[src/rtl/wash_program_ctrl.sv]
// Washing-machine program sequencer.
// Runs IDLE -> FILL -> WASH -> DRAIN -> FILL -> RINSE -> DRAIN -> SPIN -> DONE -> IDLE,
// with fill/drain sensor timeouts latching ERROR and abort returning to IDLE.
// Ports:
//   clk, rst_n        1 Hz clock, asynchronous active-low reset
//   start, abort      program request (IDLE only) / cancel or clear error
//   level_full/empty  tub level sensors
//   agit_compl_n      agitation sequencer status, falling edge = one cycle finished
//   agit_start        one-cycle launch pulse for one agitation cycle
//   fill_valve, drain_pump, spin   actuators
//   busy, done, error status; phase = current state code
module wash_program_ctrl #(
  parameter int unsigned WASH_REPS     = 3,
  parameter int unsigned RINSE_REPS    = 2,
  parameter int unsigned FILL_TIMEOUT  = 60,
  parameter int unsigned DRAIN_TIMEOUT = 60,
  parameter int unsigned SPIN_TIME     = 30,
  parameter int unsigned TW            = 8
) (
  input  logic       clk,
  input  logic       rst_n,
  input  logic       start,
  input  logic       abort,
  input  logic       level_full,
  input  logic       level_empty,
  input  logic       agit_compl_n,
  output logic       agit_start,
  output logic       fill_valve,
  output logic       drain_pump,
  output logic       spin,
  output logic       busy,
  output logic       done,
  output logic       error,
  output logic [2:0] phase
);

  typedef enum logic [2:0] {
    StIdle  = 3'd0,
    StFill  = 3'd1,
    StWash  = 3'd2,
    StDrain = 3'd3,
    StRinse = 3'd4,
    StSpin  = 3'd5,
    StDone  = 3'd6,
    StError = 3'd7
  } state_e;

  localparam logic [TW-1:0] FillLast  = TW'(FILL_TIMEOUT - 1);
  localparam logic [TW-1:0] DrainLast = TW'(DRAIN_TIMEOUT - 1);
  localparam logic [TW-1:0] SpinLast  = TW'(SPIN_TIME - 1);
  localparam logic [3:0]    WashTgt   = 4'(WASH_REPS);
  localparam logic [3:0]    RinseTgt  = 4'(RINSE_REPS);

  state_e        state_q, state_d;
  logic [TW-1:0] timer_q, timer_d;
  logic [3:0]    rep_q, rep_d;
  logic          rinse_q, rinse_d;
  logic          agit_prev_q;

  logic agit_start_q, agit_start_d;
  logic fill_valve_q, fill_valve_d;
  logic drain_pump_q, drain_pump_d;
  logic spin_q, spin_d;
  logic busy_q, busy_d;
  logic done_q, done_d;
  logic error_q, error_d;

  logic       fall;
  logic       agitating;
  logic [3:0] rep_inc;
  logic [3:0] rep_tgt;

  assign fall      = agit_prev_q & ~agit_compl_n;
  assign agitating = (state_q == StWash) || (state_q == StRinse);
  assign rep_inc   = rep_q + 4'd1;
  assign rep_tgt   = (state_q == StRinse) ? RinseTgt : WashTgt;

  always_comb begin
    state_d = state_q;
    rep_d   = rep_q;
    rinse_d = rinse_q;

    unique case (state_q)
      StIdle: begin
        rinse_d = 1'b0;
        if (start && !abort) state_d = StFill;
      end
      StFill: begin
        // Sensor is checked before the timeout so it wins a same-cycle tie.
        if (abort)                     state_d = StIdle;
        else if (level_full)           state_d = rinse_q ? StRinse : StWash;
        else if (timer_q >= FillLast)  state_d = StError;
      end
      StWash, StRinse: begin
        if (abort) begin
          state_d = StIdle;
        end else if (fall) begin
          rep_d = rep_inc;
          if (rep_inc >= rep_tgt) state_d = StDrain;
        end
      end
      StDrain: begin
        if (abort) begin
          state_d = StIdle;
        end else if (level_empty) begin
          if (rinse_q) begin
            state_d = StSpin;
          end else begin
            state_d = StFill;
            rinse_d = 1'b1;
          end
        end else if (timer_q >= DrainLast) begin
          state_d = StError;
        end
      end
      StSpin: begin
        if (abort)                   state_d = StIdle;
        else if (timer_q >= SpinLast) state_d = StDone;
      end
      StDone: begin
        state_d = StIdle;
      end
      StError: begin
        if (abort) state_d = StIdle;
      end
    endcase

    // Timer and rep counter restart on every state change; timer saturates.
    if (state_d != state_q) begin
      rep_d   = 4'd0;
      timer_d = '0;
    end else if (((state_q == StFill) || (state_q == StDrain) || (state_q == StSpin)) &&
                 (timer_q != '1)) begin
      timer_d = timer_q + 1'b1;
    end else begin
      timer_d = timer_q;
    end

    // Launch on entry, then once after each completed cycle still short of the target.
    agit_start_d = 1'b0;
    if (((state_d == StWash) || (state_d == StRinse)) && (state_d != state_q)) begin
      agit_start_d = 1'b1;
    end
    if (agitating && (state_d == state_q) && fall && (rep_inc < rep_tgt)) begin
      agit_start_d = 1'b1;
    end

    // Outputs are registered versions of the next-state decode.
    fill_valve_d = (state_d == StFill);
    drain_pump_d = (state_d == StDrain) || (state_d == StSpin);
    spin_d       = (state_d == StSpin);
    busy_d       = (state_d != StIdle) && (state_d != StError);
    done_d       = (state_d == StDone);
    error_d      = (state_d == StError);
  end

  always_ff @(posedge clk or negedge rst_n) begin
    if (!rst_n) begin
      state_q      <= StIdle;
      timer_q      <= '0;
      rep_q        <= 4'd0;
      rinse_q      <= 1'b0;
      agit_prev_q  <= 1'b1;
      agit_start_q <= 1'b0;
      fill_valve_q <= 1'b0;
      drain_pump_q <= 1'b0;
      spin_q       <= 1'b0;
      busy_q       <= 1'b0;
      done_q       <= 1'b0;
      error_q      <= 1'b0;
    end else begin
      state_q      <= state_d;
      timer_q      <= timer_d;
      rep_q        <= rep_d;
      rinse_q      <= rinse_d;
      agit_prev_q  <= agit_compl_n;
      agit_start_q <= agit_start_d;
      fill_valve_q <= fill_valve_d;
      drain_pump_q <= drain_pump_d;
      spin_q       <= spin_d;
      busy_q       <= busy_d;
      done_q       <= done_d;
      error_q      <= error_d;
    end
  end

  assign agit_start = agit_start_q;
  assign fill_valve = fill_valve_q;
  assign drain_pump = drain_pump_q;
  assign spin       = spin_q;
  assign busy       = busy_q;
  assign done       = done_q;
  assign error      = error_q;
  assign phase      = state_q;

endmodule

[config.mk]
export PLATFORM = sky130hd
export DESIGN_NAME = wash_program_ctrl
export DESIGN_NICKNAME = d
export VERILOG_FILES = /design/src/rtl/wash_program_ctrl.sv
export SDC_FILE = /design/constraint.sdc
export NUM_CORES = 1
export LEC_CHECK = 0
export BUFFER_PORTS_ARGS = -buffer_cell sky130_fd_sc_hd__buf_2
export CORE_UTILIZATION = 30
export CTS_CLUSTER_DIAMETER = 40
export CTS_CLUSTER_SIZE = 28
export DETAILED_ROUTE_END_ITERATION = 12
export GPL_TIMING_DRIVEN = 0
export MAX_ROUTING_LAYER = met4
export PLACE_DENSITY = 0.47
export SLEW_MARGIN = 20
export SYNTH_ARGS = -nofsm -noshare
export SYNTH_HDL_FRONTEND = slang
export SYNTH_SLANG_ARGS = --single-unit
export TNS_END_PERCENT = 10
[constraint.sdc]
create_clock -name clk -period 5.37 [get_ports clk]
set_input_delay 0 -clock clk [delete_from_list [all_inputs] [get_ports clk]]
set_output_delay 0 -clock clk [all_outputs]
set_load 0.02 [all_outputs]
Yosys cells after proc, flatten, opt, wreduce, memory -nomap -nowiden. Cells that the tools add are included.

Memories: 0. Memory bits (read-only): 0. Latch bits: 0. Bits in writable memories: 0. Bits in registers: 24. Output and inout port bits: 10. Input bits: 7. Logic and storage cells: 90.

Div/mod/pow operators: 0. Multipliers: 0. Bitwise operators: 2. Equal/unequal tests: 21. Shifts and indexed selects: 0. Order comparisons: 4. $add $sub $neg: 2. Mux-type cells: 27. Reductions and logical operators: 22.

Operator list (number): 3-bit 2-to-1 mux (14); 3-bit == test (second input constant) (8); 3-bit case mux with 7 select lines (1); 4-bit 2-to-1 mux (4); 8-bit 2-to-1 mux (2); 3-bit by 2-bit == test with 1-bit output (second input constant) (4); 8-bit by 1-bit adder with 8-bit output (second input constant) (1); 8-bit by 5-bit >= comparator with 1-bit output (second input constant) (1); 8-bit by 6-bit >= comparator with 1-bit output (second input constant) (1); 8-bit != test (second input constant) (1); 2-bit nonzero test (4); 1-bit logical AND (7); 3-bit by 1-bit == test with 1-bit output (second input constant) (2); 3-bit AND reduction (2); 1-bit logical OR (5); 1-bit 2-to-1 mux (5); 4-bit by 1-bit adder with 4-bit output (second input constant) (1); 4-bit by 2-bit >= comparator with 1-bit output (1); 4-bit by 2-bit < comparator with 1-bit output (1); 2-bit != test (second input constant) (2); 3-bit == test (1); 3-bit zero test (1); 3-bit != test (1); 3-bit != test (second input constant) (1); 7 further kinds (7).

Depth between registers and ports, before layout. Gate-level depths: netlist of the first run.

Word-level depth: 12. Gate-level depth with buffers: 11. Gate-level depth less buffers: 10.

Least setup slack after synthesis of the first run. Ideal clock, no wire load.

Kind: reg-to-reg. From: register state_q[1] (netlist: phase[1]). To: register busy_q (netlist: busy). Path buffers: 1. Cell stages (with the launch flop): 11. Path slack: 2919 ps. Arrival: 2326 ps. Setup time: 125 ps. Data required time: 5245 ps. Clock period less this slack: 2451 ps. Cell sequence: dfrtp_1 buf_4 nor2b_1 nand2_1 ha_1 nand2b_1 a2bb2oi_1 a21oi_1 o31a_2 nand2b_4 mux2_4.

Longest elaborated chain between the ends: 9. Elaborated cells on any way between the ends: 27. Those cells by class: order compare: 1; eq/ne: 8; mux: 14; reduce/logical: 4.

RTL lines: from (decl) (RTL line 54) `state_e state_q, state_d;`; from (signal assigned) (RTL line 159) `state_q <= StIdle;`; from (signal assigned) (RTL line 172) `state_q <= state_d;`; 3-bit == test (RTL line 76, 83); 1-bit 2-to-1 mux (RTL line 76) `assign rep_tgt = (state_q == StRinse) ? RinseTgt : WashTgt;`; 4-bit by 2-bit >= comparator with 1-bit output (RTL line 99) `if (rep_inc >= rep_tgt) state_d = StDrain;`; 3-bit 2-to-1 mux (RTL line 99); 3-bit 2-to-1 mux (RTL line 97) `end else if (fall) begin`; 3-bit 2-to-1 mux (RTL line 95) `if (abort) begin`; 3-bit case mux with 7 select lines (*) (RTL line 83) `unique case (state_q)`; 3-bit != test / 3-bit nonzero test (equally long branches) (RTL line 152) `busy_d = (state_d != StIdle) && (state_d != StError);`; 1-bit logical AND (*) (RTL line 152); via busy_d (RTL line 64) `logic busy_q, busy_d;`; to (signal assigned) (RTL line 181) `busy_q <= busy_d;`; to (decl) (RTL line 64).

The timed path passes the listed nets; every way through them passes the cells marked *. A chain may end at the register's enable or synchronous reset.

Final worst setup path of the first run.
From: register state_q[1] (netlist: phase[1]). To: register agit_start_q (netlist: agit_start).

Longest elaborated chain between the ends: 12. Elaborated cells on any way between the ends: 37. Those cells by class: order compare: 2; eq/ne: 11; mux: 16; reduce/logical: 8.

RTL lines: 3-bit == test (RTL line 74, 76, 83); 1-bit 2-to-1 mux (RTL line 76); 4-bit by 2-bit >= comparator with 1-bit output (RTL line 99); 3-bit 2-to-1 mux (RTL line 99); 3-bit 2-to-1 mux (RTL line 97); 3-bit 2-to-1 mux (RTL line 95); 3-bit case mux with 7 select lines (RTL line 83); 3-bit by 2-bit == test with 1-bit output, or another cell as far along (RTL line 141) `if (((state_d == StWash) || (state_d == StRinse)) && (state_d != state_q)) begin`; 1-bit logical OR / 1-bit logical AND (equally long branches) (RTL line 141, 144); 1-bit logical AND (on tied branches) (RTL line 141, 144); 1-bit 2-to-1 mux / 1-bit logical AND (equally long branches) (RTL line 141, 144); 1-bit 2-to-1 mux (*) (RTL line 144) `if (agitating && (state_d == state_q) && fall && (rep_inc < rep_tgt)) begin`; via agit_start_d (RTL line 60) `logic agit_start_q, agit_start_d;`; to (signal assigned) (RTL line 177) `agit_start_q <= agit_start_d;`; to (decl) (RTL line 60).

Marked as above.

==> results.sh, run 1 <==
export IMPL_ys_types=53
export IMPL_finalInstanceArea_um2=1770
export IMPL_cp_end_kind="register"
export IMPL_worstSetupPathType="reg2reg"
export IMPL_fin_total_pwr_uw=656
export IMPL_synth_edf_count=0
export IMPL_cts_made_buffers=3
export IMPL_syn_area_um2=1510
export IMPL_regArea_um2=602
export IMPL_tns_ns=0
export IMPL_port_buffers=16
export IMPL_clockRootBuffer="clkbuf_8"
export IMPL_clock_path_buffers=2
export IMPL_cp_cell_sequence="buf_4 > nor2b_1 > nand2_1 > ha_1 > nand2b_1 > a2bb2oi_1 > a21oi_1 > o31a_2 > xnor2_1 > o41ai_2"
export IMPL_std_cell_rows=25
export IMPL_startpoint_type="register"
export IMPL_cts_sinks=24
export IMPL_slew_headroom_pct=62.8
export IMPL_fp_dieW_um=73.0
export IMPL_drt_initial_drc_count=116
export IMPL_final_layout_size_suffix_gt1_share_pct=21.7
export IMPL_min_path_cells=3
export IMPL_finClkSkew_ns=0.00171
export IMPL_period_share_pct=50.6
export IMPL_dpl_cell_area_um2=1680
export IMPL_grt_max_degree=25
export IMPL_worst_ir_drop_vdd_uv=121
export IMPL_grt_pass1_wl_mm=6.24
export IMPL_finalNetCount=197
export IMPL_cpPeakStageDelay_ns=0.43
export IMPL_grt_overflow_total=0
export IMPL_grt_util_all_layers_pct=16.2
export IMPL_crit_arrival_ns=2.89
export IMPL_setup_viol=0
export IMPL_wire_per_inst_um=15.0
export IMPL_pin_count=17
export IMPL_cts_tree="done"
export IMPL_design_core_area_um2=4790
export IMPL_cts_resized=0
export IMPL_reg2reg_depth=10
export IMPL_fin_util_pct=37.0
export IMPL_grt_pass1_vias=1264
export IMPL_outcome="finished, final reports clean"
export IMPL_yosysSeqAreaShare_pct=39.8
export IMPL_drcViolationCount=0
export IMPL_initial_utilization_pct=31.6
export IMPL_place_hpwl_mm=2.82
export IMPL_cpMaxStageDelayCell="dfrtp_1"
export IMPL_antenna_left=0
export IMPL_drv_slew=0
export IMPL_die_h_um=73.0
export IMPL_required_ns=5.55
export IMPL_timing_max_cap_violations=0
export IMPL_synth_nets=174
export IMPL_viasPerCell=5.14
export IMPL_syn_area_per_cell_um2=9.35
export IMPL_p_leak_nw=0.786
export IMPL_ys_ff_latch=24
export IMPL_hold_viol_final=0
export IMPL_clk_latency_ns=0.27
export IMPL_areaGrowthSynthToFinish_pct=16.9
export IMPL_gp_congestion=0.809
export IMPL_multi_input_area_um2=846
export IMPL_nFillCells=502
export IMPL_async_reset_ff_share_pct=100
export IMPL_hp_class="in2reg"
export IMPL_dr_pass1_iters=4
export IMPL_yosysWarnings=0
export IMPL_postCtsSetupRepairBufs=0
export IMPL_wl_mm=3.76
export IMPL_antenna_found_initial=0
export IMPL_die_area_um2=5330
export IMPL_antenna_cells=0
export IMPL_syn_inst=162
export IMPL_power_per_cell_area_nw_per_um2=371
export IMPL_whs_ns=0.185
export IMPL_path_max_fanout=10
export IMPL_num_vias=1290
export IMPL_rsz0062_at_grt="false"
export IMPL_worst_pin_slew_ns=0.558
export IMPL_synth_flop_cell="dfrtp_1"
export IMPL_clk_pin_slew_worst_paths_ns=0.09
export IMPL_fmax_mhz=368
export IMPL_fin_crit_ns=2.71
export IMPL_htreeDepth=1
[report_power, final]
part	total (mW)	internal [mW]	switching (mW)	leakage (nW)
clock network	0.163	0.0998	0.0632	0.0357
logic	0.271	0.107	0.164	0.424
registers	0.222	0.203	0.0194	0.326
total	0.656	0.409	0.247	0.786
[cell usage in the layout (no fill, tap or decap), types with 2 or more instances in the layout]
| cell | count |
|---|---|
| dfrtp_1 | 23 |
| nor2_1 | 20 |
| buf_2 | 18 |
| nand3_1 | 10 |
| a21oi_1 | 9 |
| nand2_1 | 8 |
| xnor2_1 | 8 |
| inv_1 | 7 |
| nor3_1 | 7 |
| nand2b_1 | 6 |
| ha_1 | 5 |
| xor2_1 | 4 |
| and2_1 | 3 |
| nand4_1 | 3 |
| or3_1 | 3 |
| o21ai_0 | 3 |
| clkbuf_8 | 3 |
| mux2i_1 | 2 |
| inv_2 | 2 |
| a32oi_1 | 2 |
| and3_1 | 2 |
| dlygate4sd3_1 | 2 |
[worst paths after layout]
check                                            start                     end  slack (ns)
worst max-delay path                phase[1]$_DFF_PN0_    agit_start$_DFF_PN0_        2.66
worst min-delay path                             abort      phase[1]$_DFF_PN0_        0.18
worst max register to register      phase[1]$_DFF_PN0_    agit_start$_DFF_PN0_        2.66
worst min register to register  timer_q[1]$_DFFE_PN0P_  timer_q[1]$_DFFE_PN0P_        0.57
max in group asynchronous                        rst_n  timer_q[3]$_DFFE_PN0P_        4.75
min in group asynchronous                        rst_n    rep_q[1]$_DFFE_PN0P_        0.25
[cells in the mapped netlist (all sizes together) (4+ instances only)]
library cell	n	share of area [%]
dfrtp	23	38
nor2	20	5.0
nand3	11	4.0
a21oi	9	3.0
inv	9	2.2
nand2	8	2.0
nand2b	8	4.0
xnor2	8	4.6
nor3	7	2.3
ha	5	4.1
buf	4	1.9
o21ai	4	1.3
xor2	4	2.3
[metrics by stage]
step / worst slack (ns) / std cells
global placement: 2.67 / 245
detailed placement: 2.66 / 245
finish: 2.66 / 251
global route: 2.45 / 251
floorplan: 2.92 / 162
CTS: 2.64 / 251
[final cells by class]
| class | instances | share of cell area (%) |
|---|---|---|
| timing repair buffer | 18 | 5.66 |
| inverter | 9 | 1.91 |
| tap | 67 | 4.74 |
| multi-input combinational | 124 | 47.8 |
| buffer | 5 | 1.84 |
| sequential | 24 | 34.0 |
| clock inverter | 1 | 1.70 |
| clock buffer | 3 | 2.33 |
[state kept, by name, indices dropped and copies added (netlist names)]
name         flops
fill_valve       1
rinse_q          1
busy             1
timer_q          8
drain_pump       1
phase            3
error            1
spin             1
agit_start       1
done             1
rep_q            4
agit_prev_q      1
[critical path, delay by kind of cell (launching register included)]
kind | cells | cell delay, ns
AND/OR/NAND/NOR | 3 | 0.47
adder cells (fa/ha/maj) | 1 | 0.27
XOR/XNOR | 1 | 0.17
flip-flops | 1 | 0.43
AO/OA/AOI/OAI | 4 | 1.09
buffers and inverters | 1 | 0.19
[logic make-up after synthesis]
family / synth area share [%]
AO/OA/AOI/OAI: 16.6
XOR/XNOR: 6.94
buffers and inverters: 4.38
multiplexers: 2.31
flip-flops: 39.8
adder cells (fa/ha/maj): 4.13
AND/OR/NAND/NOR: 25.9
[what timing repair did]
| action | in CTS | in global routing |
|---|---|---|
| endpoints found under the hold margin | 24 | 0 |
| hold buffers | 2 | 0 |
| endpoints found under the setup margin | 0 | 0 |
[metal layers]
layer  vias up  routed length (um)  global-route usage (%)
met1       600                1740                    20.2
met5         -                   0                       -
li1        625                   -                       -
met3        10                 219                    3.31
met4         0                  82                    6.32
met2        55                1720                    25.5
(Power assumes the default switching activity.)
==> run 2: changes to the inputs <==
clock period = 2.7 ns   (was 5.37 ns; I/O delays follow)
==> results.sh, run 2 (synthesis gave the netlist of run 1 again) <==
export IMPL_min_path_cells=3
export IMPL_antenna_left=0
export IMPL_wl_mm=3.76
export IMPL_cpLargestDelayFamily="compound AO/OA/AOI/OAI gates"
export IMPL_htreeDepth=1
export IMPL_drt_initial_drc_count=130
export IMPL_finalNetCount=197
export IMPL_cts_sinks=24
export IMPL_worst_ir_drop_vdd_uv=240
export IMPL_num_vias=1264
export IMPL_power_per_cell_area_nw_per_um2=732
export IMPL_p_leak_nw=0.786
export IMPL_regArea_um2=602
export IMPL_die_h_um=73.0
export IMPL_path_max_fanout=10
export IMPL_min_delay_start="abort"
export IMPL_pwr_share_clk_pct=24.7
export IMPL_clk_latency_ns=0.27
export IMPL_hp_class="in2reg"
export IMPL_crit_arrival_ns=2.70
export IMPL_place_hpwl_mm=2.82
export IMPL_worstSetupPathType="reg2reg"
export IMPL_r2r_end="agit_start$_DFF_PN0_"
export IMPL_multi_input_area_um2=858
export IMPL_reg2reg_depth=10
export IMPL_slew_headroom_pct=62.6
export IMPL_finClkSkew_ns=0.00408
export IMPL_final_layout_size_suffix_gt1_share_pct=23.4
export IMPL_gp_congestion=0.809
export IMPL_tns_ns=0
export IMPL_largest_reg_flops=8
export IMPL_hold_viol_final=0
export IMPL_period_share_pct=93.7
export IMPL_final_common_cell="dfrtp_1"
export IMPL_postCtsSetupRepairBufs=0
export IMPL_regToRegSetupSlack_ns=0.17
export IMPL_viasPerCell=5.04
export IMPL_path_buf_inv=1
export IMPL_fmax_mhz=395
export IMPL_dpl_cell_area_um2=1680
export IMPL_clk_pin_slew_worst_paths_ns=0.09
export IMPL_layout_common_cells="dfrtp_1 (23), nor2_1 (20), buf_2 (18), nand3_1 (10)"
export IMPL_cp_end_kind="register"
export IMPL_finalInstanceArea_um2=1780
export IMPL_grt_max_degree=25
export IMPL_setup_viol=0
export IMPL_outcome="finished, final reports clean"
export IMPL_p_switching_uw=490
export IMPL_design_core_area_um2=4790
export IMPL_whs_endpoint="phase[1]$_DFF_PN0_"
export IMPL_worst_pin_slew_ns=0.561
export IMPL_nFillCells=499
export IMPL_largest_register="timer_q"
export IMPL_switching_share_pct=37.6
export IMPL_drv_slew=0
export IMPL_p_int_uw=814
export IMPL_areaGrowthSynthToFinish_pct=17.7
export IMPL_required_ns=2.87
export IMPL_clockRootBuffer="clkbuf_8"
export IMPL_port_buffers=16
export IMPL_rr_startpoint="phase[1]$_DFF_PN0_"
export IMPL_cpPeakStageDelay_ns=0.43
export IMPL_cts_tree="done"
export IMPL_cpMaxStageDelayCell="dfrtp_1"
export IMPL_wire_per_inst_um=15.0
export IMPL_comb_power_share_pct=41.5
export IMPL_antenna_found_initial=0
export IMPL_pwr_share_seq_pct=33.9
export IMPL_fp_dieW_um=73.0
export IMPL_pin_count=17
export IMPL_clock_path_buffers=2
export IMPL_pre_cts_slack_ns=-0.00538
export IMPL_fin_crit_ns=2.53
export IMPL_fin_total_pwr_mw=1.30
export IMPL_setup_ws_ns=0.171
export IMPL_drcViolationCount=0
export IMPL_grt_pass1_vias=1267
export IMPL_die_area_um2=5330
export IMPL_dr_pass1_iters=4
export IMPL_cp_cell_sequence="buf_4 > nor2b_2 > nand2_1 > ha_1 > nand2b_1 > a2bb2oi_2 > a21oi_2 > o31a_2 > xnor2_1 > o41ai_2"
export IMPL_antenna_cells=0
export IMPL_startpoint_type="register"
export IMPL_initial_utilization_pct=31.6
export IMPL_grt_util_all_layers_pct=16.2
export IMPL_grt_overflow_total=0
export IMPL_std_cell_rows=25
export IMPL_grt_pass1_wl_mm=6.25
export IMPL_cts_made_buffers=3
export IMPL_fin_util_pct=37.2
export IMPL_timing_max_cap_violations=0
export IMPL_rsz0062_at_grt="false"
==> run 2: worst max-delay path by stage <==
| stage | start | end | slack [ns] | cells after the start |
|---|---|---|---|---|
| after global routing | phase[1]$_DFF_PN0_ | agit_start$_DFF_PN0_ | 0.009 | 10 |
| after floorplan | phase[1]$_DFF_PN0_ | busy$_DFF_PN0_ | 0.25 | 10 |
| after detailed placement | phase[1]$_DFF_PN0_ | agit_start$_DFF_PN0_ | -0.005 | 10 |
| after CTS | phase[1]$_DFF_PN0_ | agit_start$_DFF_PN0_ | 0.05 | 10 |
| after global placement | phase[1]$_DFF_PN0_ | agit_start$_DFF_PN0_ | 0.0005 | 10 |
| final | phase[1]$_DFF_PN0_ | agit_start$_DFF_PN0_ | 0.17 | 10 |
==> run 2: power groups by stage <==
stage / registers (mW) / logic, mW / clock network (mW)
floorplan: 0.481 / 0.358 / 0
global placement: 0.447 / 0.536 / 0
detailed placement: 0.450 / 0.536 / 0
CTS: 0.443 / 0.541 / 0.338
global route: 0.449 / 0.600 / 0.350
finish: 0.442 / 0.541 / 0.322
==> run 2: worst reg2reg max path, delay by kind of cell, from the launching register on <==
family | cells | cell delay, ns
compound gates | 4 | 0.96
fa+ha+maj | 1 | 0.26
xor+xnor | 1 | 0.17
flops | 1 | 0.43
simple gates | 3 | 0.42
buf+inv | 1 | 0.19
==> run 2: cell type report <==
type                            instances  share of cell area [%]
Clock buffer                            3                    2.32
Clock inverter                          1                    1.69
Multi-Input combinational cell        124                    48.2
Tap cell                               67                    4.71
Inverter                                9                    1.90
Buffer                                  5                    1.83
Sequential cell                        24                    33.8
Timing Repair Buffer                   18                    5.62
==> run 2: per-layer routing <==
layer | vias to the layer above | routed length [um] | global-route usage [%]
met5 | - | 0 | -
met4 | 0 | 80 | 6.32
met1 | 596 | 1800 | 20.3
met2 | 35 | 1700 | 25.5
met3 | 8 | 173 | 3.31
li1 | 625 | - | -
==> run 2: what timing repair did <==
| action | CTS | global route |
|---|---|---|
| hold buffers | 2 | 0 |
| endpoints found under the hold margin | 24 | 0 |
| pin swaps | 0 | 0 |
| endpoints found under the setup margin | 1 | 4 |
| resized for setup | 1 | 2 |
==> run 2: stage by stage <==
step / hold WS, ns / instances
floorplan: -0.296 / 162
detailed placement: 0.0318 / 245
global placement: 0.0251 / 245
global route: 0.228 / 251
CTS: 0.178 / 251
finish: 0.191 / 251
==> run 3: changes to the inputs <==
REMOVE_ABC_BUFFERS = 1   (was unset)
==> results.sh, run 3 (synthesis gave the netlist of run 1 again) <==
export IMPL_largest_reg_flops=8
export IMPL_fin_crit_ns=2.55
export IMPL_layout_common_cells="nor2_1 (20), dfrtp_1 (20), buf_2 (16), nand3_1 (10), a21oi_1 (9)"
export IMPL_whs_ns=0.0788
export IMPL_cp_cell_sequence="nor2b_2 > nand2_1 > ha_1 > nand2b_1 > a2bb2oi_1 > a21oi_1 > o31a_2 > xnor2_1 > o41ai_2"
export IMPL_place_hpwl_mm=2.52
export IMPL_multi_input_area_um2=856
export IMPL_initial_utilization_pct=31.6
export IMPL_power_per_cell_area_nw_per_um2=721
export IMPL_path_buf_inv=0
export IMPL_pwr_share_seq_pct=36.5
export IMPL_grt_util_all_layers_pct=14.9
export IMPL_outcome="finished, final reports clean"
export IMPL_crit_arrival_ns=2.72
export IMPL_timing_max_cap_violations=0
export IMPL_cts_tree="done"
export IMPL_final_layout_size_suffix_gt1_share_pct=23.6
export IMPL_p_int_uw=801
export IMPL_finalNetCount=195
export IMPL_path_max_fanout=13
export IMPL_largest_register="timer_q"
export IMPL_wire_per_inst_um=14.0
export IMPL_cts_sinks=24
export IMPL_worst_pin_slew_ns=0.602
export IMPL_cpPeakStageDelay_ns=0.51
export IMPL_nFillCells=486
export IMPL_worstSetupPathType="reg2reg"
export IMPL_period_share_pct=94.4
export IMPL_tns_ns=0
export IMPL_routed_top_layer="met4"
export IMPL_cp_end_kind="register"
export IMPL_clk_pin_slew_worst_paths_ns=0.09
export IMPL_die_area_um2=5330
export IMPL_drt_initial_drc_count=67
export IMPL_antenna_cells=0
export IMPL_pin_count=17
export IMPL_switching_share_pct=37.3
export IMPL_hold_viol_final=0
export IMPL_setup_viol=0
export IMPL_clock_path_buffers=2
export IMPL_wl_mm=3.48
export IMPL_cts_made_buffers=3
export IMPL_regArea_um2=606
export IMPL_fp_dieW_um=73.0
export IMPL_grt_pass1_vias=1244
export IMPL_fin_util_pct=37.0
export IMPL_std_cell_rows=25
export IMPL_finClkSkew_ns=0.00128
export IMPL_grt_pass1_wl_mm=5.91
export IMPL_clk_latency_ns=0.27
export IMPL_rsz0062_at_grt="false"
export IMPL_drv_slew=0
export IMPL_comb_power_share_pct=38.4
export IMPL_finalInstanceArea_um2=1770
export IMPL_dr_pass1_iters=4
export IMPL_die_h_um=73.0
export IMPL_design_core_area_um2=4790
export IMPL_hp_class="in2reg"
export IMPL_drt_met1_wl_mm=1.77
export IMPL_p_leak_nw=0.776
export IMPL_viasPerCell=5.00
export IMPL_antenna_left=0
export IMPL_grt_max_degree=25
export IMPL_startpoint_type="register"
export IMPL_wl_met3_um=123
export IMPL_antenna_found_initial=0
export IMPL_clockRootBuffer="clkbuf_8"
export IMPL_p_switching_uw=476
export IMPL_required_ns=2.87
export IMPL_gp_congestion=0.843
export IMPL_wl_met2_mm=1.55
export IMPL_pwr_share_clk_pct=25.1
export IMPL_port_buffers=16
export IMPL_dpl_cell_area_um2=1650
export IMPL_grt_overflow_total=0
export IMPL_htreeDepth=1
export IMPL_cpMaxStageDelayCell="dfrtp_2"
export IMPL_fmax_mhz=393
export IMPL_worst_ir_drop_vdd_uv=222
export IMPL_areaGrowthSynthToFinish_pct=17.1
export IMPL_slew_headroom_pct=59.9
export IMPL_cpLargestDelayFamily="compound AO/OA/AOI/OAI gates"
export IMPL_num_vias=1244
export IMPL_drcViolationCount=0
## run 3: cell count changes in the layout (fill, tap and decap cells not counted), moves of 2 or more
cell,previous run,this run
buf_4,1,3
dfrtp_2,0,3
buf_2,18,16
dfrtp_1,23,20
## run 3: final timing paths
| check | cells after the start | startpoint | to | slack [ns] |
|---|---|---|---|---|
| max | 9 | phase[1]$_DFF_PN0_ | agit_start$_DFF_PN0_ | 0.15 |
| min in group asynchronous | 2 | rst_n | busy$_DFF_PN0_ | 0.25 |
| max in group asynchronous | 2 | rst_n | phase[0]$_DFF_PN0_ | 2.04 |
| min | 2 | abort | phase[2]$_DFF_PN0_ | 0.08 |
| max reg2reg | 9 | phase[1]$_DFF_PN0_ | agit_start$_DFF_PN0_ | 0.15 |
| min reg2reg | 2 | rinse_q$_DFFE_PN0P_ | rinse_q$_DFFE_PN0P_ | 0.55 |
## run 3: power groups by stage
stage	registers [mW]	logic [mW]	clock network, mW
after floorplan	0.500	0.305	0
after global placement	0.475	0.456	0
after detailed placement	0.475	0.463	0
after CTS	0.471	0.468	0.329
after global routing	0.475	0.546	0.340
final	0.466	0.491	0.320
## run 3: layout make-up
type | instances | share of cell area [%]
Clock buffer | 3 | 2.33
Clock inverter | 1 | 1.69
Inverter | 9 | 1.91
Multi-Input combinational cell | 124 | 48.3
Sequential cell | 24 | 34.2
Tap cell | 67 | 4.73
Timing Repair Buffer | 21 | 6.92
## run 3: repair_timing
action | CTS | global route
hold buffers | 2 | 0
gates resized for setup | 3 | 2
hold endpoints to repair | 24 | 0
setup endpoints to repair | 15 | 13
buffers inserted | 0 | 3
## run 3: metrics by stage
stage	power, mW	setup slack (ns)	cells
final	1.28	0.152	249
after global routing	1.36	0.0237	249
after CTS	1.27	0.00625	246
after detailed placement	0.938	-0.0849	240
after global placement	0.932	-0.0613	240
after floorplan	0.806	0.208	157
## run 3: metal layers
metal	global-route usage [%]	vias to the layer above
li1	-	619
met1	20.8	587
met2	22.3	33
met3	2.49	5
met4	3.92	0
met5	-	-
